==> src/rtl/apb_pkg.sv <==
// Shared types for the APB3 requester: bus FSM states, response record, defaults.
// APB3 caps the data bus at 32 bits, so the response record is sized for that maximum.
package apb_pkg;

  typedef enum logic [1:0] {
    IDLE   = 2'd0,
    SETUP  = 2'd1,
    ACCESS = 2'd2
  } apb_state_t;

  localparam int unsigned APB_MASTER_DEF_TIMEOUT = 16;
  localparam int unsigned APB_MAX_DATA_W         = 32;

  typedef struct packed {
    logic [APB_MAX_DATA_W-1:0] rdata;
    logic                      err;
  } apb_rsp_t;

endpackage

==> src/rtl/apb_master_if.sv <==
// Command/response port plus APB3 bus signals for the apb_master requester.
//
// Command handshake: a command transfers on a rising PCLK edge where cmd_valid
// and cmd_ready are both high; cmd_* are don't-care while cmd_ready is low.
// rsp_valid is a one-cycle pulse with no backpressure.
interface apb_master_if #(
    parameter int unsigned ADDR_WIDTH = 32,
    parameter int unsigned DATA_WIDTH = 32
) ();

    logic                  cmd_valid;
    logic                  cmd_ready;
    logic                  cmd_write;
    logic [ADDR_WIDTH-1:0] cmd_addr;
    logic [DATA_WIDTH-1:0] cmd_wdata;

    logic                  rsp_valid;
    logic [DATA_WIDTH-1:0] rsp_rdata;
    logic                  rsp_err;

    logic                  PSEL;
    logic                  PENABLE;
    logic                  PWRITE;
    logic [ADDR_WIDTH-1:0] PADDR;
    logic [DATA_WIDTH-1:0] PWDATA;
    logic [DATA_WIDTH-1:0] PRDATA;
    logic                  PREADY;
    logic                  PSLVERR;

    modport master (
        input  cmd_valid, cmd_write, cmd_addr, cmd_wdata,
        output cmd_ready,
        output rsp_valid, rsp_rdata, rsp_err,
        output PSEL, PENABLE, PWRITE, PADDR, PWDATA,
        input  PRDATA, PREADY, PSLVERR
    );

    modport slave (
        output cmd_valid, cmd_write, cmd_addr, cmd_wdata,
        input  cmd_ready,
        input  rsp_valid, rsp_rdata, rsp_err,
        input  PSEL, PENABLE, PWRITE, PADDR, PWDATA,
        output PRDATA, PREADY, PSLVERR
    );

endinterface

==> src/rtl/apb_wait_timer.sv <==
// Counts ACCESS wait cycles and flags the cycle in which the wait budget runs out.
// Only instantiated when APB_MASTER_TIMEOUT_EN is defined.
module apb_wait_timer #(
    parameter int unsigned LIMIT = 16
) (
    input  logic clk,
    input  logic rst,
    input  logic i_clear,
    input  logic i_enable,
    output logic o_expire
);

    localparam int unsigned CW = $clog2(LIMIT + 1);

    logic [CW-1:0] r_count;

    // r_count holds the number of ACCESS cycles already spent waiting.
    assign o_expire = i_enable && (r_count == CW'(LIMIT - 1));

    always_ff @(posedge clk or posedge rst) begin
        if (rst) begin
            r_count <= '0;
        end else if (i_clear) begin
            r_count <= '0;
        end else if (i_enable && !o_expire) begin
            r_count <= r_count + CW'(1);
        end
    end

endmodule

==> src/rtl/apb_master.sv <==
// APB3 requester: valid/ready command port to IDLE/SETUP/ACCESS bus transfers.
// Optional wait-state abort is built when APB_MASTER_TIMEOUT_EN is defined.
module apb_master
    import apb_pkg::*;
#(
    parameter int unsigned ADDR_WIDTH     = 32,
    parameter int unsigned DATA_WIDTH     = 32,
    parameter int unsigned TIMEOUT_CYCLES = APB_MASTER_DEF_TIMEOUT
) (
    input  logic             PCLK,
    input  logic             PRESET,
    apb_master_if.master     bus,
    output apb_state_t       o_dbg_state
);

    if (TIMEOUT_CYCLES < 1) begin : g_bad_timeout
        $error("apb_master: TIMEOUT_CYCLES must be at least 1");
    end

    apb_state_t            r_state;
    apb_state_t            w_next_state;
    logic                  w_cmd_ready;
    logic                  w_accept;
    logic                  w_complete;
    logic                  w_expire;

    logic                  r_pwrite;
    logic [ADDR_WIDTH-1:0] r_paddr;
    logic [DATA_WIDTH-1:0] r_pwdata;
    logic                  r_rsp_valid;
    apb_rsp_t              r_rsp;

`ifdef APB_MASTER_TIMEOUT_EN
    logic w_wait_clear;
    logic w_wait_en;

    assign w_wait_clear = (r_state == SETUP);
    assign w_wait_en    = (r_state == ACCESS) && !bus.PREADY;

    apb_wait_timer #(
        .LIMIT (TIMEOUT_CYCLES)
    ) u_wait_timer (
        .clk      (PCLK),
        .rst      (PRESET),
        .i_clear  (w_wait_clear),
        .i_enable (w_wait_en),
        .o_expire (w_expire)
    );
`else
    assign w_expire = 1'b0;
`endif

    always_ff @(posedge PCLK or posedge PRESET) begin
        if (PRESET) begin
            r_state <= IDLE;
        end else begin
            r_state <= w_next_state;
        end
    end

    always_comb begin
        w_next_state = r_state;
        w_cmd_ready  = 1'b0;
        w_complete   = 1'b0;
        unique case (r_state)
            IDLE: begin
                w_cmd_ready = 1'b1;
                if (bus.cmd_valid) w_next_state = SETUP;
            end
            SETUP: begin
                w_next_state = ACCESS;
            end
            ACCESS: begin
                if (bus.PREADY) begin
                    w_cmd_ready  = 1'b1;
                    w_complete   = 1'b1;
                    // A waiting command chains straight into SETUP, keeping PSEL high.
                    w_next_state = bus.cmd_valid ? SETUP : IDLE;
                end else if (w_expire) begin
                    w_next_state = IDLE;
                end
            end
            default: begin
                w_next_state = IDLE;
            end
        endcase
    end

    assign w_accept = bus.cmd_valid && w_cmd_ready;

    always_ff @(posedge PCLK or posedge PRESET) begin
        if (PRESET) begin
            r_pwrite <= 1'b0;
            r_paddr  <= '0;
            r_pwdata <= '0;
        end else if (w_accept) begin
            r_pwrite <= bus.cmd_write;
            r_paddr  <= bus.cmd_addr;
            r_pwdata <= bus.cmd_wdata;
        end
    end

    always_ff @(posedge PCLK or posedge PRESET) begin
        if (PRESET) begin
            r_rsp_valid <= 1'b0;
            r_rsp       <= '0;
        end else begin
            r_rsp_valid <= w_complete || w_expire;
            if (w_complete) begin
                r_rsp.err   <= bus.PSLVERR;
                r_rsp.rdata <= (!r_pwrite && !bus.PSLVERR) ? APB_MAX_DATA_W'(bus.PRDATA) : '0;
            end else if (w_expire) begin
                r_rsp.err   <= 1'b1;
                r_rsp.rdata <= '0;
            end
        end
    end

    assign bus.cmd_ready = w_cmd_ready;
    assign bus.PSEL      = (r_state != IDLE);
    assign bus.PENABLE   = (r_state == ACCESS);
    assign bus.PWRITE    = r_pwrite;
    assign bus.PADDR     = r_paddr;
    assign bus.PWDATA    = r_pwdata;
    assign bus.rsp_valid = r_rsp_valid;
    assign bus.rsp_err   = r_rsp.err;
    assign bus.rsp_rdata = r_rsp.rdata[DATA_WIDTH-1:0];
    assign o_dbg_state   = r_state;

endmodule

==> src/flat_wrapper.sv <==
// flat-port wrapper written by rule: the top's interface ports become plain ports
module apb_master_flat import apb_pkg::*;
#(
    parameter int unsigned ADDR_WIDTH     = 32,
    parameter int unsigned DATA_WIDTH     = 32,
    parameter int unsigned TIMEOUT_CYCLES = APB_MASTER_DEF_TIMEOUT
)
  (PCLK, PRESET, o_dbg_state, bus_cmd_valid, bus_cmd_write, bus_cmd_addr, bus_cmd_wdata, bus_cmd_ready, bus_rsp_valid, bus_rsp_rdata, bus_rsp_err, bus_PSEL, bus_PENABLE, bus_PWRITE, bus_PADDR, bus_PWDATA, bus_PRDATA, bus_PREADY, bus_PSLVERR);
  apb_master_if #(.ADDR_WIDTH(ADDR_WIDTH), .DATA_WIDTH(DATA_WIDTH)) bus_i ();
  input  logic PCLK;
  input  logic PRESET;
  output apb_state_t o_dbg_state;
  input wire logic [$bits(bus_i.cmd_valid)-1:0] bus_cmd_valid;
  input wire logic [$bits(bus_i.cmd_write)-1:0] bus_cmd_write;
  input wire logic [$bits(bus_i.cmd_addr)-1:0] bus_cmd_addr;
  input wire logic [$bits(bus_i.cmd_wdata)-1:0] bus_cmd_wdata;
  output wire logic [$bits(bus_i.cmd_ready)-1:0] bus_cmd_ready;
  output wire logic [$bits(bus_i.rsp_valid)-1:0] bus_rsp_valid;
  output wire logic [$bits(bus_i.rsp_rdata)-1:0] bus_rsp_rdata;
  output wire logic [$bits(bus_i.rsp_err)-1:0] bus_rsp_err;
  output wire logic [$bits(bus_i.PSEL)-1:0] bus_PSEL;
  output wire logic [$bits(bus_i.PENABLE)-1:0] bus_PENABLE;
  output wire logic [$bits(bus_i.PWRITE)-1:0] bus_PWRITE;
  output wire logic [$bits(bus_i.PADDR)-1:0] bus_PADDR;
  output wire logic [$bits(bus_i.PWDATA)-1:0] bus_PWDATA;
  input wire logic [$bits(bus_i.PRDATA)-1:0] bus_PRDATA;
  input wire logic [$bits(bus_i.PREADY)-1:0] bus_PREADY;
  input wire logic [$bits(bus_i.PSLVERR)-1:0] bus_PSLVERR;
  assign bus_i.cmd_valid = bus_cmd_valid;
  assign bus_i.cmd_write = bus_cmd_write;
  assign bus_i.cmd_addr = bus_cmd_addr;
  assign bus_i.cmd_wdata = bus_cmd_wdata;
  assign bus_cmd_ready = bus_i.cmd_ready;
  assign bus_rsp_valid = bus_i.rsp_valid;
  assign bus_rsp_rdata = bus_i.rsp_rdata;
  assign bus_rsp_err = bus_i.rsp_err;
  assign bus_PSEL = bus_i.PSEL;
  assign bus_PENABLE = bus_i.PENABLE;
  assign bus_PWRITE = bus_i.PWRITE;
  assign bus_PADDR = bus_i.PADDR;
  assign bus_PWDATA = bus_i.PWDATA;
  assign bus_i.PRDATA = bus_PRDATA;
  assign bus_i.PREADY = bus_PREADY;
  assign bus_i.PSLVERR = bus_PSLVERR;
  apb_master #(.ADDR_WIDTH(ADDR_WIDTH), .DATA_WIDTH(DATA_WIDTH), .TIMEOUT_CYCLES(TIMEOUT_CYCLES)) u_core (.PCLK(PCLK), .PRESET(PRESET), .bus(bus_i), .o_dbg_state(o_dbg_state));
endmodule
==> config.mk <==
export PLATFORM = sky130hd
export DESIGN_NAME = apb_master_flat
export DESIGN_NICKNAME = d
export VERILOG_FILES = /design/src/rtl/apb_pkg.sv /design/src/rtl/apb_master_if.sv /design/src/rtl/apb_wait_timer.sv /design/src/rtl/apb_master.sv /design/src/flat_wrapper.sv
export SDC_FILE = /design/constraint.sdc
export NUM_CORES = 1
export LEC_CHECK = 0
export CELL_PAD_IN_SITES_DETAIL_PLACEMENT = 0
export CELL_PAD_IN_SITES_GLOBAL_PLACEMENT = 1
export CORE_MARGIN = 4
export CORE_UTILIZATION = 32
export DETAILED_ROUTE_END_ITERATION = 16
export PLACE_DENSITY_LB_ADDON = 0.1
export SETUP_SLACK_MARGIN = 0.1
export SKIP_LAST_GASP = 1
export SYNTH_ARGS = -nofsm -noshare
export SYNTH_HDL_FRONTEND = slang
export SYNTH_SLANG_ARGS = --single-unit
==> constraint.sdc <==
create_clock -name PCLK -period 4.5 [get_ports PCLK]
set_input_delay 0.45 -clock PCLK [delete_from_list [all_inputs] [get_ports PCLK]]
set_output_delay 0.45 -clock PCLK [all_outputs]
set_load 0.05 [all_outputs]
After elaboration in Yosys (flattened, before gate mapping)
Cells that the tools add are included.
Storage, ports and cells
  register bits after elaboration: 101
  logic and storage cells: 26
  output and inout bits: 104
  input port bits: 102
Operators by class
  reductions and logical operators: 7
  multiplexer cells: 8
  equal/unequal tests: 4
Operators by type and width (count)
  32-bit two-way mux: 1
  2-bit case mux with 3 select lines: 1
  2-bit two-way mux: 2
  1-bit two-way mux: 3
  2-bit by 1-bit == test with 1-bit output, second input constant: 1
  2-bit == test, second input constant: 1
  1-bit logical AND: 2
  1-bit logical NOT: 2
  2-bit logical NOT: 1
  2-bit by 1-bit inequality test with 1-bit output, second input constant: 1
  2-bit inequality test, second input constant: 1
  1-bit case mux with 2 select lines: 1
  2-bit AND reduction: 1
  2-bit nonzero test: 1

Longest topological paths before layout
Gate-level depths: netlist of the first run.
  depth after elaboration: 3
  gate-level depth with buffers: 5

Worst setup path before layout of the first run
OpenSTA, ideal clock, no wires.
  path type: reg-to-output
  from: reg u_core.r_state[0] (netlist: u_core.o_dbg_state[0])
  to: out bus_cmd_ready
  slack: 2471 ps
  buffers on the path: 2
  arrival time: 1579 ps
  cell stages (with the launch flop): 5
  data required time: 4050 ps
  cells stage by stage: dfrtp_1 -> nand3b_1 -> buf_2 -> buf_2 -> nand2_1
On the way
  cells in the longest elaborated chain, start to end: 2
  elaborated cells between the ends (all ways): 3
Ends and longest elaborated chain
  start: declaration: line apb_master.sv:20  | apb_state_t r_state;
  start signal: assignment: line apb_master.sv:57  | r_state <= w_next_state;
  2-bit == test / 2-bit logical NOT (equally long branches): line apb_master.sv:65  | unique case (r_state)
  1-bit case mux with 2 select lines *: line apb_master.sv:65
  end: declaration: line flat_wrapper.sv:17  | output wire logic [$bits(bus_i.cmd_ready)-1:0] bus_cmd_ready;
Mark *: on every way between the ends. The rest lies on a longest branch, timed or not.

Worst setup path in the final report of the first run
Ends and elaborated chain as after synthesis.

==> flow_metrics.env, run 1 <==
export IMPL_hold_buffers=0
export IMPL_setup_viol=0
export IMPL_cts_htree_levels=3
export IMPL_reg2reg_setup_slack_ns=2.76
export IMPL_synthDistinctLibCells=15
export IMPL_die_h_um=118.0
export IMPL_drtPass1Iterations=4
export IMPL_netSwitchingFraction_pct=44.07
export IMPL_max_cap_viol_count=0
export IMPL_pwr_share_comb_pct=50.0
export IMPL_r2r_end="u_core.bus.PADDR[21]$_DFFE_PP0P_"
export IMPL_worst_clock_skew_ns=0.005552
export IMPL_synth_area_um2=3869
export IMPL_antenna_found_initial=0
export IMPL_via_count=2898
export IMPL_yosysWarnings=0
export IMPL_cts_sinks=101
export IMPL_ioPinCount=206
export IMPL_power_leakage_nw=2.602
export IMPL_drt_total_wl_um=10300
export IMPL_routabilityCongestion=0.7129
export IMPL_grt_setup_unrepaired="no"
export IMPL_grt_overflow_total=0
export IMPL_mostFrequentLayoutCells="clkdlybuf4s50_1 (205), dfrtp_1 (101), nand2_1 (65)"
export IMPL_min_path_type="reg -> reg"
export IMPL_areaGrowthSynthToFinish_pct=62.13
export IMPL_syn_num_nets=393
export IMPL_syn_area_per_cell_um2=13.29
export IMPL_grt_pass1_vias=3163
export IMPL_ctsResizeCount=0
export IMPL_clockBufferDepth=2
export IMPL_grt_pass1_wl_um=16990
export IMPL_rr_worst_depth=4
export IMPL_ys_seq_area_share_pct=65.33
export IMPL_crit_required_ns=4.05
export IMPL_max_freq_mhz=400.6
export IMPL_slew_viol_final=0
export IMPL_core_area_um2=11610
export IMPL_worst_pin_slew_ns=0.8578
export IMPL_placedCellCount=627
export IMPL_grt_max_degree=70
export IMPL_worstSetupPathType="reg -> out"
export IMPL_clock_power_share_pct=17.3
export IMPL_critPathCaptureType="output pin"
export IMPL_p_int_mw=2.234
export IMPL_antenna_left=0
export IMPL_reg2reg_from="u_core.o_dbg_state[1]$_DFFE_PP0P_"
export IMPL_routedWlPerCell_um=16.06
export IMPL_initial_core_util_pct=33.31
export IMPL_status="finished clean"
export IMPL_num_rows=39
export IMPL_netlist_instances=291
export IMPL_whs_ns=0.4817
export IMPL_nets=597
export IMPL_powerDensity_nw_per_um2=636.7
export IMPL_fin_crit_ns=2.496
export IMPL_antennaDiodeCount=0
export IMPL_n_fill_cell=1081
export IMPL_final_core_util_pct=54.01
export IMPL_switching_power_mw=1.760
export IMPL_critPathArrivalTime_ns=2.05
export IMPL_tns_ns=0
export IMPL_die_w_um=118.0
export IMPL_hold_viol_final=0
export IMPL_cts_buffers_inserted=9
export IMPL_drtIter0Drc=102
export IMPL_io_buffers=205
export IMPL_critPathLaunch="u_core.o_dbg_state[0]$_DFFE_PP0P_"
export IMPL_peakVddDrop_v=0.0003098
export IMPL_route_detailed_drc=0
export IMPL_synth_seq_cells=101
export IMPL_fin_crit_sh_pct=55.47
export IMPL_drive_above_1_share_pct=10.04
export IMPL_fin_cells=641
export IMPL_crit_path_max_fanout=6
export IMPL_layout_commonest_cell="clkdlybuf4s50_1"
export IMPL_grtUsageTotal_pct=15.52
export IMPL_crit_end="bus_cmd_ready"
export IMPL_post_dp_hpwl_um=7473
export IMPL_fp_dieArea_um2=13910
export IMPL_cts_tree="yes"
export IMPL_cp_start_kind="register"
export IMPL_clock_root_buffer="clkbuf_16"
export IMPL_clk_latency_ns=0.35
export IMPL_cts_setup_buffers=0
export IMPL_maxSlewHeadroom_pct=42.81
export IMPL_clkTransAtPathRegs_ns=0.06
export IMPL_p_seq_share_pct=32.7
export IMPL_viasPerCell=4.521
==> power by group through the flow <==
stage / sequential [mW] / clock [mW] / combinational, mW
floorplan: 2.25 / 0 / 0.345
global placement: 1.31 / 0 / 2.01
detailed placement: 1.32 / 0 / 2.02
CTS: 1.31 / 0.718 / 2.03
global route: 1.34 / 0.760 / 2.09
finish: 1.31 / 0.689 / 2.00
==> cell families after synthesis <==
logic type	Yosys count	synth area share, %
AND/OR/NAND/NOR	71	7.536
buffers and inverters	20	3.493
multiplexers	67	19.50
flip-flops	101	65.33
AO/OA/AOI/OAI	32	4.140
==> cells in the mapped netlist <==
cell      count  area [um^2]
buf_6         1        11.26
inv_1         3        11.26
nand3b_1      1        7.510
dfrtp_1     101         2527
mux2_1       39        439.2
nor2_1        2        7.510
o21ai_0      32        160.2
mux2_2       28        315.3
buf_2         6        30.03
nand2_1      65        244.0
or2_2         1        6.260
nor3b_2       1        12.51
buf_8         4        60.06
clkbuf_1      6        22.52
nor2b_4       1        13.76
==> worst min-delay path by stage <==
stage / start / end / depth (start not counted)
final: u_core.bus.rsp_rdata[6]$_DFFE_PP0P_ / u_core.bus.rsp_rdata[6]$_DFFE_PP0P_ / 2
after global routing: u_core.bus.PWDATA[4]$_DFFE_PP0P_ / u_core.bus.PWDATA[4]$_DFFE_PP0P_ / 1
after CTS: u_core.bus.rsp_rdata[17]$_DFFE_PP0P_ / u_core.bus.rsp_rdata[17]$_DFFE_PP0P_ / 2
after detailed placement: u_core.bus.rsp_rdata[17]$_DFFE_PP0P_ / u_core.bus.rsp_rdata[17]$_DFFE_PP0P_ / 2
after global placement: u_core.bus.rsp_rdata[25]$_DFFE_PP0P_ / u_core.bus.rsp_rdata[25]$_DFFE_PP0P_ / 2
after floorplan: bus_cmd_addr[23] / u_core.bus.PADDR[23]$_DFFE_PP0P_ / 1
==> layer usage <==
layer	up-vias	wire length (um)	track usage [%]
met1	1389	4192	17.65
met4	0	206	6.081
li1	1381	-	-
met2	116	4805	24.51
met3	12	1092	8.409
met5	-	0	0
==> area by class of cell <==
cell class	instances	area [um^2]	area share (%)
Sequential cell	101	2527	40.30
Timing Repair Buffer	210	2090	33.31
Multi-Input combinational cell	170	1215	19.37
Clock buffer	11	232.7	3.710
Tap cell	143	178.9	2.853
Clock inverter	3	15.01	0.2394
Inverter	3	13.76	0.2194
==> registers in the layout, summed over array words and instances (netlist names) <==
signal / cells
u_core.bus.PWRITE: 1
u_core.bus.rsp_rdata: 32
u_core.bus.rsp_err: 1
u_core.bus.rsp_valid: 1
u_core.bus.PADDR: 32
u_core.bus.PWDATA: 32
u_core.o_dbg_state: 2
==> worst max-delay path: stages, from the launching register on <==
cell and delay (ns):
dfrtp_1 0.46, or2_2 0.34, nand2_1 0.10, clkdlybuf4s50_1 0.81
==> stage by stage <==
| step | cell area (um^2) | total power, mW | setup slack (ns) |
|---|---|---|---|
| finish | 6272 | 3.993 | 2.004 |
| global route | 6272 | 4.198 | 1.934 |
| CTS | 6272 | 4.054 | 1.967 |
| detailed placement | 6025 | 3.345 | 2.029 |
| global placement | 6025 | 3.324 | 2.027 |
| floorplan | 3869 | 2.600 | 1.403 |
Note: power is estimated with default switching activity, not from simulation.
==> run 2, diff against run 1 <==
--- a/config.mk
+++ b/config.mk
@@ -8,7 +8,7 @@
 export CELL_PAD_IN_SITES_DETAIL_PLACEMENT = 0
 export CELL_PAD_IN_SITES_GLOBAL_PLACEMENT = 1
 export CORE_MARGIN = 4
-export CORE_UTILIZATION = 32
+export CORE_UTILIZATION = 27
 export DETAILED_ROUTE_END_ITERATION = 16
 export PLACE_DENSITY_LB_ADDON = 0.1
 export SETUP_SLACK_MARGIN = 0.1
==> constraint.sdc (replaced) <==
create_clock -name PCLK -period 2.13 [get_ports PCLK]
set_input_delay 0.213 -clock PCLK [delete_from_list [all_inputs] [get_ports PCLK]]
set_output_delay 0.213 -clock PCLK [all_outputs]
set_load 0.05 [all_outputs]
==> run 2 against run 1 <==
Global-route usage shrank 2.4 points. Clock skew shrank 0.00084 ns. Sequential power grew 110%. Setup slack lost 1.8 ns. Hold slack lost 0.19 ns. First-iteration DRC count grew 30%. Count of clock-buffer cells in the layout grew 4. Non-clock buffer count grew 3. Critical endpoint is now o_dbg_state[0]. Largest cell class unchanged.
==> flow_metrics.env, run 2 (same netlist as run 1, synthesis figures left out) <==
export IMPL_whs_ns=0.2962
export IMPL_routabilityCongestion=0.7333
export IMPL_max_freq_mhz=517.4
export IMPL_cts_tree="yes"
export IMPL_via_count=2860
export IMPL_crit_path_max_fanout=6
export IMPL_slowest_delay_ns=0.90
export IMPL_layout_setup_ws_ns=0.1974
export IMPL_hold_buffers=0
export IMPL_clk_latency_ns=0.34
export IMPL_areaGrowthSynthToFinish_pct=66.07
export IMPL_cts_sinks=101
export IMPL_dp_slack_ns=0.2183
export IMPL_reg2reg_setup_slack_ns=0.48
export IMPL_cp_buffers_inverters=1
export IMPL_max_cap_viol_count=0
export IMPL_r2r_end="u_core.bus.PADDR[22]$_DFFE_PP0P_"
export IMPL_powerDensity_nw_per_um2=1346
export IMPL_worstSetupPathType="reg -> out"
export IMPL_layout_commonest_cell="clkdlybuf4s50_1"
export IMPL_nets=600
export IMPL_final_core_util_pct=46.11
export IMPL_fp_dieArea_um2=16310
export IMPL_p_total_mw=8.647
export IMPL_tns_ns=0
export IMPL_clkTransAtPathRegs_ns=0.07
export IMPL_viasPerCell=4.194
export IMPL_grt_overflow_total=0
export IMPL_critPathArrivalTime_ns=1.72
export IMPL_grt_pass1_vias=3077
export IMPL_fin_crit_ns=1.933
export IMPL_core_area_um2=13930
export IMPL_hold_viol_final=0
export IMPL_cts_htree_levels=3
export IMPL_grt_setup_unrepaired="no"
export IMPL_ioPinCount=206
export IMPL_setup_viol=0
export IMPL_cp_top_family="buffers and inverters"
export IMPL_min_path_type="in -> async"
export IMPL_route_detailed_drc=0
export IMPL_antenna_found_initial=0
export IMPL_antennaDiodeCount=0
export IMPL_power_leakage_nw=2.654
export IMPL_cp_cell_sequence="clkdlybuf4s50_1"
export IMPL_cts_buffers_inserted=9
export IMPL_io_buffers=205
export IMPL_rr_worst_depth=4
export IMPL_initial_core_util_pct=27.76
export IMPL_drive_above_1_share_pct=11.16
export IMPL_grt_pass1_wl_um=16500
export IMPL_die_h_um=127.7
export IMPL_grtUsageTotal_pct=13.16
export IMPL_slowest_stage="clkdlybuf4s50_1"
export IMPL_post_dp_hpwl_um=7750
export IMPL_reg2reg_from="u_core.o_dbg_state[1]$_DFFE_PP0P_"
export IMPL_num_rows=43
export IMPL_status="finished clean"
export IMPL_clock_root_buffer="clkbuf_16"
export IMPL_drtIter0Drc=133
export IMPL_routedWlPerCell_um=15.62
export IMPL_maxSlewHeadroom_pct=61.14
export IMPL_worst_clock_skew_ns=0.004710
export IMPL_worst_pin_slew_ns=0.5829
export IMPL_clockBufferDepth=2
export IMPL_cp_start_kind="register"
export IMPL_cts_setup_buffers=0
export IMPL_antenna_left=0
export IMPL_critPathCaptureType="output pin"
export IMPL_drt_total_wl_um=10650
export IMPL_slew_viol_final=0
export IMPL_die_w_um=127.7
export IMPL_grt_max_degree=59
export IMPL_fin_crit_sh_pct=90.73
export IMPL_drtPass1Iterations=3
export IMPL_peakVddDrop_v=0.0006814
export IMPL_mostFrequentLayoutCells="clkdlybuf4s50_1 (202), dfrtp_1 (101), nand2_1 (65)"
export IMPL_crit_required_ns=1.92
[run 2: cell count changes in the layout (fill, tap and decap cells not counted), sizes merged]
cell | before | now
clkbuf | 11 | 15
dlygate4sd2 | 0 | 2
clkinvlp | 0 | 1
inv | 3 | 2
buf | 5 | 9
clkinv | 3 | 0
clkdlybuf4s50 | 205 | 202
[run 2: through the flow]
step           std cells  area (um^2)
2_1_floorplan        291         3872
3_3_place_gp         667         6130
3_5_place_dp         667         6130
4_1_cts              682         6425
5_1_grt              682         6425
6_report             682         6425
[run 2: layer usage]
layer	wire length, um	vias to the layer above	global-route usage, %
met5	0	-	0
met4	255	0	5.306
met3	1219	16	7.500
met2	5170	109	21.43
met1	4005	1358	14.13
li1	-	1377	-
[run 2: area by class of cell]
type	instances	area, um^2
Fill cell	1322	7510
Multi-Input combinational cell	170	1215
Inverter	3	15.01
Tap cell	180	225.2
Timing Repair Buffer	213	2145
Clock buffer	15	297.8
Sequential cell	101	2527
[run 2: worst max-delay path by stage]
stage	startpoint	end	slack, ns	cells past startpoint
after detailed placement	bus_PREADY	u_core.bus.PADDR[31]$_DFFE_PP0P_	0.22	5
after global placement	bus_PREADY	u_core.bus.PADDR[20]$_DFFE_PP0P_	0.23	5
final	u_core.o_dbg_state[0]$_DFFE_PP0P_	o_dbg_state[0]	0.20	1
after global routing	u_core.o_dbg_state[0]$_DFFE_PP0P_	o_dbg_state[0]	0.12	1
after CTS	u_core.o_dbg_state[0]$_DFFE_PP0P_	o_dbg_state[0]	0.16	1
after floorplan	u_core.o_dbg_state[0]$_DFFE_PP0P_	bus_cmd_ready	0.34	4
[run 2: report_power, final]
part	total (mW)	internal, mW	switching [mW]	leakage, nW
registers	2.75	2.47	0.280	1.24
clock network	1.64	0.947	0.688	0.148
logic	4.26	1.50	2.76	1.27
[run 2: what timing repair did]
| item | 4_1_cts | 5_1_grt |
|---|---|---|
| endpoints found under the setup margin | 2 | 0 |
| resized for setup | 2 | 0 |
| endpoints found under the hold margin | 0 | 0 |
==> run 3, diff against run 2 <==
--- a/config.mk
+++ b/config.mk
@@ -7,7 +7,7 @@
 export LEC_CHECK = 0
 export CELL_PAD_IN_SITES_DETAIL_PLACEMENT = 0
 export CELL_PAD_IN_SITES_GLOBAL_PLACEMENT = 1
-export CORE_MARGIN = 4
+export CORE_MARGIN = 2
 export CORE_UTILIZATION = 27
 export DETAILED_ROUTE_END_ITERATION = 16
 export PLACE_DENSITY_LB_ADDON = 0.1
==> run 3 against run 2 <==
Hold slack got worse by 0.032 ns. Non-clock buffer count fell by 3. Sequential share of layout area rose by 0.14 points. Global-route usage fell by 0.067 points. Cell area fell by 0.35%. Clock skew fell by 0.0015 ns. Die area fell by 6.2%. Highest routed layer unchanged. Setup slack improved by 0.026 ns. First-iteration DRC count fell by 41%.
==> flow_metrics.env, run 3 (same netlist as run 1, synthesis figures left out) <==
export IMPL_num_rows=43
export IMPL_core_area_um2=13930
export IMPL_critPathArrivalTime_ns=1.69
export IMPL_drtPass1Iterations=4
export IMPL_clk_latency_ns=0.34
export IMPL_antennaDiodeCount=0
export IMPL_max_cap_viol_count=0
export IMPL_grt_pass1_wl_um=15180
export IMPL_drive_above_1_share_pct=10.26
export IMPL_worstSetupPathType="reg -> out"
export IMPL_peakVddDrop_v=0.0006109
export IMPL_mostFrequentLayoutCells="clkdlybuf4s50_1 (202), dfrtp_1 (101), nand2_1 (65)"
export IMPL_fin_cells=677
export IMPL_grt_max_degree=68
export IMPL_clkTransAtPathRegs_ns=0.06
export IMPL_nets=597
export IMPL_die_w_um=123.7
export IMPL_critPathCaptureType="output pin"
export IMPL_maxSlewHeadroom_pct=62.12
export IMPL_n_fill_cell=1281
export IMPL_layout_commonest_cell="clkdlybuf4s50_1"
export IMPL_hold_buffers=0
export IMPL_place_area_um2=6132
export IMPL_max_freq_mhz=524.6
export IMPL_placedCellCount=664
export IMPL_worst_clock_skew_ns=0.003223
export IMPL_cts_setup_buffers=0
export IMPL_reg2reg_setup_slack_ns=0.48
export IMPL_worst_pin_slew_ns=0.5673
export IMPL_clock_root_buffer="clkbuf_16"
export IMPL_cts_buffers_inserted=9
export IMPL_tns_ns=0
export IMPL_slowest_delay_ns=0.89
export IMPL_power_leakage_nw=2.647
export IMPL_layout_setup_ws_ns=0.2238
export IMPL_powerDensity_nw_per_um2=1334
export IMPL_status="finished clean"
export IMPL_cts_htree_levels=3
export IMPL_clockBufferDepth=2
export IMPL_fin_crit_ns=1.906
export IMPL_routabilityCongestion=0.6757
export IMPL_areaGrowthSynthToFinish_pct=65.49
export IMPL_cp_top_family="buffers and inverters"
export IMPL_antenna_found_initial=0
export IMPL_grt_pass1_vias=2917
export IMPL_slew_viol_final=0
export IMPL_viasPerCell=4.222
export IMPL_drt_total_wl_um=9774
export IMPL_whs_ns=0.2637
export IMPL_ioPinCount=206
export IMPL_ff_latch_area_um2=2527
export IMPL_antenna_left=0
export IMPL_min_path_type="in -> async"
export IMPL_drtIter0Drc=79
export IMPL_die_h_um=123.7
export IMPL_cp_cell_sequence="clkdlybuf4s50_1"
export IMPL_reg2reg_from="u_core.o_dbg_state[1]$_DFFE_PP0P_"
export IMPL_grt_setup_unrepaired="no"
export IMPL_cp_buffers_inverters=1
export IMPL_cts_tree="yes"
export IMPL_cp_start_kind="register"
export IMPL_r2r_end="u_core.bus.PADDR[22]$_DFFE_PP0P_"
export IMPL_route_detailed_drc=0
export IMPL_rr_worst_depth=4
export IMPL_hold_viol_final=0
export IMPL_dp_slack_ns=0.2297
export IMPL_cts_sinks=101
export IMPL_slowest_stage="clkdlybuf4s50_1"
export IMPL_grtUsageTotal_pct=13.09
export IMPL_crit_required_ns=1.92
export IMPL_fin_crit_sh_pct=89.49
export IMPL_routedWlPerCell_um=14.44
export IMPL_initial_core_util_pct=27.76
export IMPL_via_count=2858
export IMPL_fp_dieArea_um2=15300
export IMPL_setup_viol=0
export IMPL_multi_input_area_um2=1215
export IMPL_crit_path_max_fanout=6
export IMPL_final_cell_area_um2=6402
export IMPL_grt_overflow_total=0
export IMPL_io_buffers=205
export IMPL_post_dp_hpwl_um=6979
run 3: power breakdown:
group	switching, mW	internal [mW]	total, mW
combinational	2.75	1.50	4.24
clock	0.661	0.887	1.55
sequential	0.277	2.47	2.75
run 3: metrics by stage:
step,utilization [%],power (mW)
2_1_floorplan,-,5.494
3_3_place_gp,44.01,7.053
3_5_place_dp,44.01,7.082
4_1_cts,45.93,8.691
5_1_grt,45.95,9.003
6_report,45.95,8.543
run 3: cell type report:
class	instances	area share, %
well taps	180	3.518
inverters	3	0.2345
repair buffers	210	33.59
flip-flops and latches	101	39.48
multi-input cells	170	18.98
clock inverters	3	0.6254
clock buffers	10	3.576
run 3: worst max path at each step:
stage,start,to,slack (ns),cells after the start
finish,u_core.o_dbg_state[0]$_DFFE_PP0P_,o_dbg_state[0],0.22,1
global route,u_core.o_dbg_state[0]$_DFFE_PP0P_,o_dbg_state[0],0.14,1
CTS,u_core.o_dbg_state[0]$_DFFE_PP0P_,bus_PENABLE,0.11,2
detailed placement,bus_PREADY,u_core.bus.PADDR[21]$_DFFE_PP0P_,0.23,5
global placement,bus_PREADY,u_core.bus.PADDR[19]$_DFFE_PP0P_,0.24,5
floorplan,u_core.o_dbg_state[0]$_DFFE_PP0P_,bus_cmd_ready,0.34,4
run 3: timing repair:
item | in CTS | in global routing
resized for setup | 1 | 1
cloned | 0 | 0
setup endpoints to repair | 1 | 1
run 3: layer usage:
metal,track usage [%],vias up,wire length [um]
li1,-,1373,-
met1,16.03,1362,4067
met2,19.16,118,4443
met3,8.059,5,1166
met4,3.835,0,98
met5,0,-,0
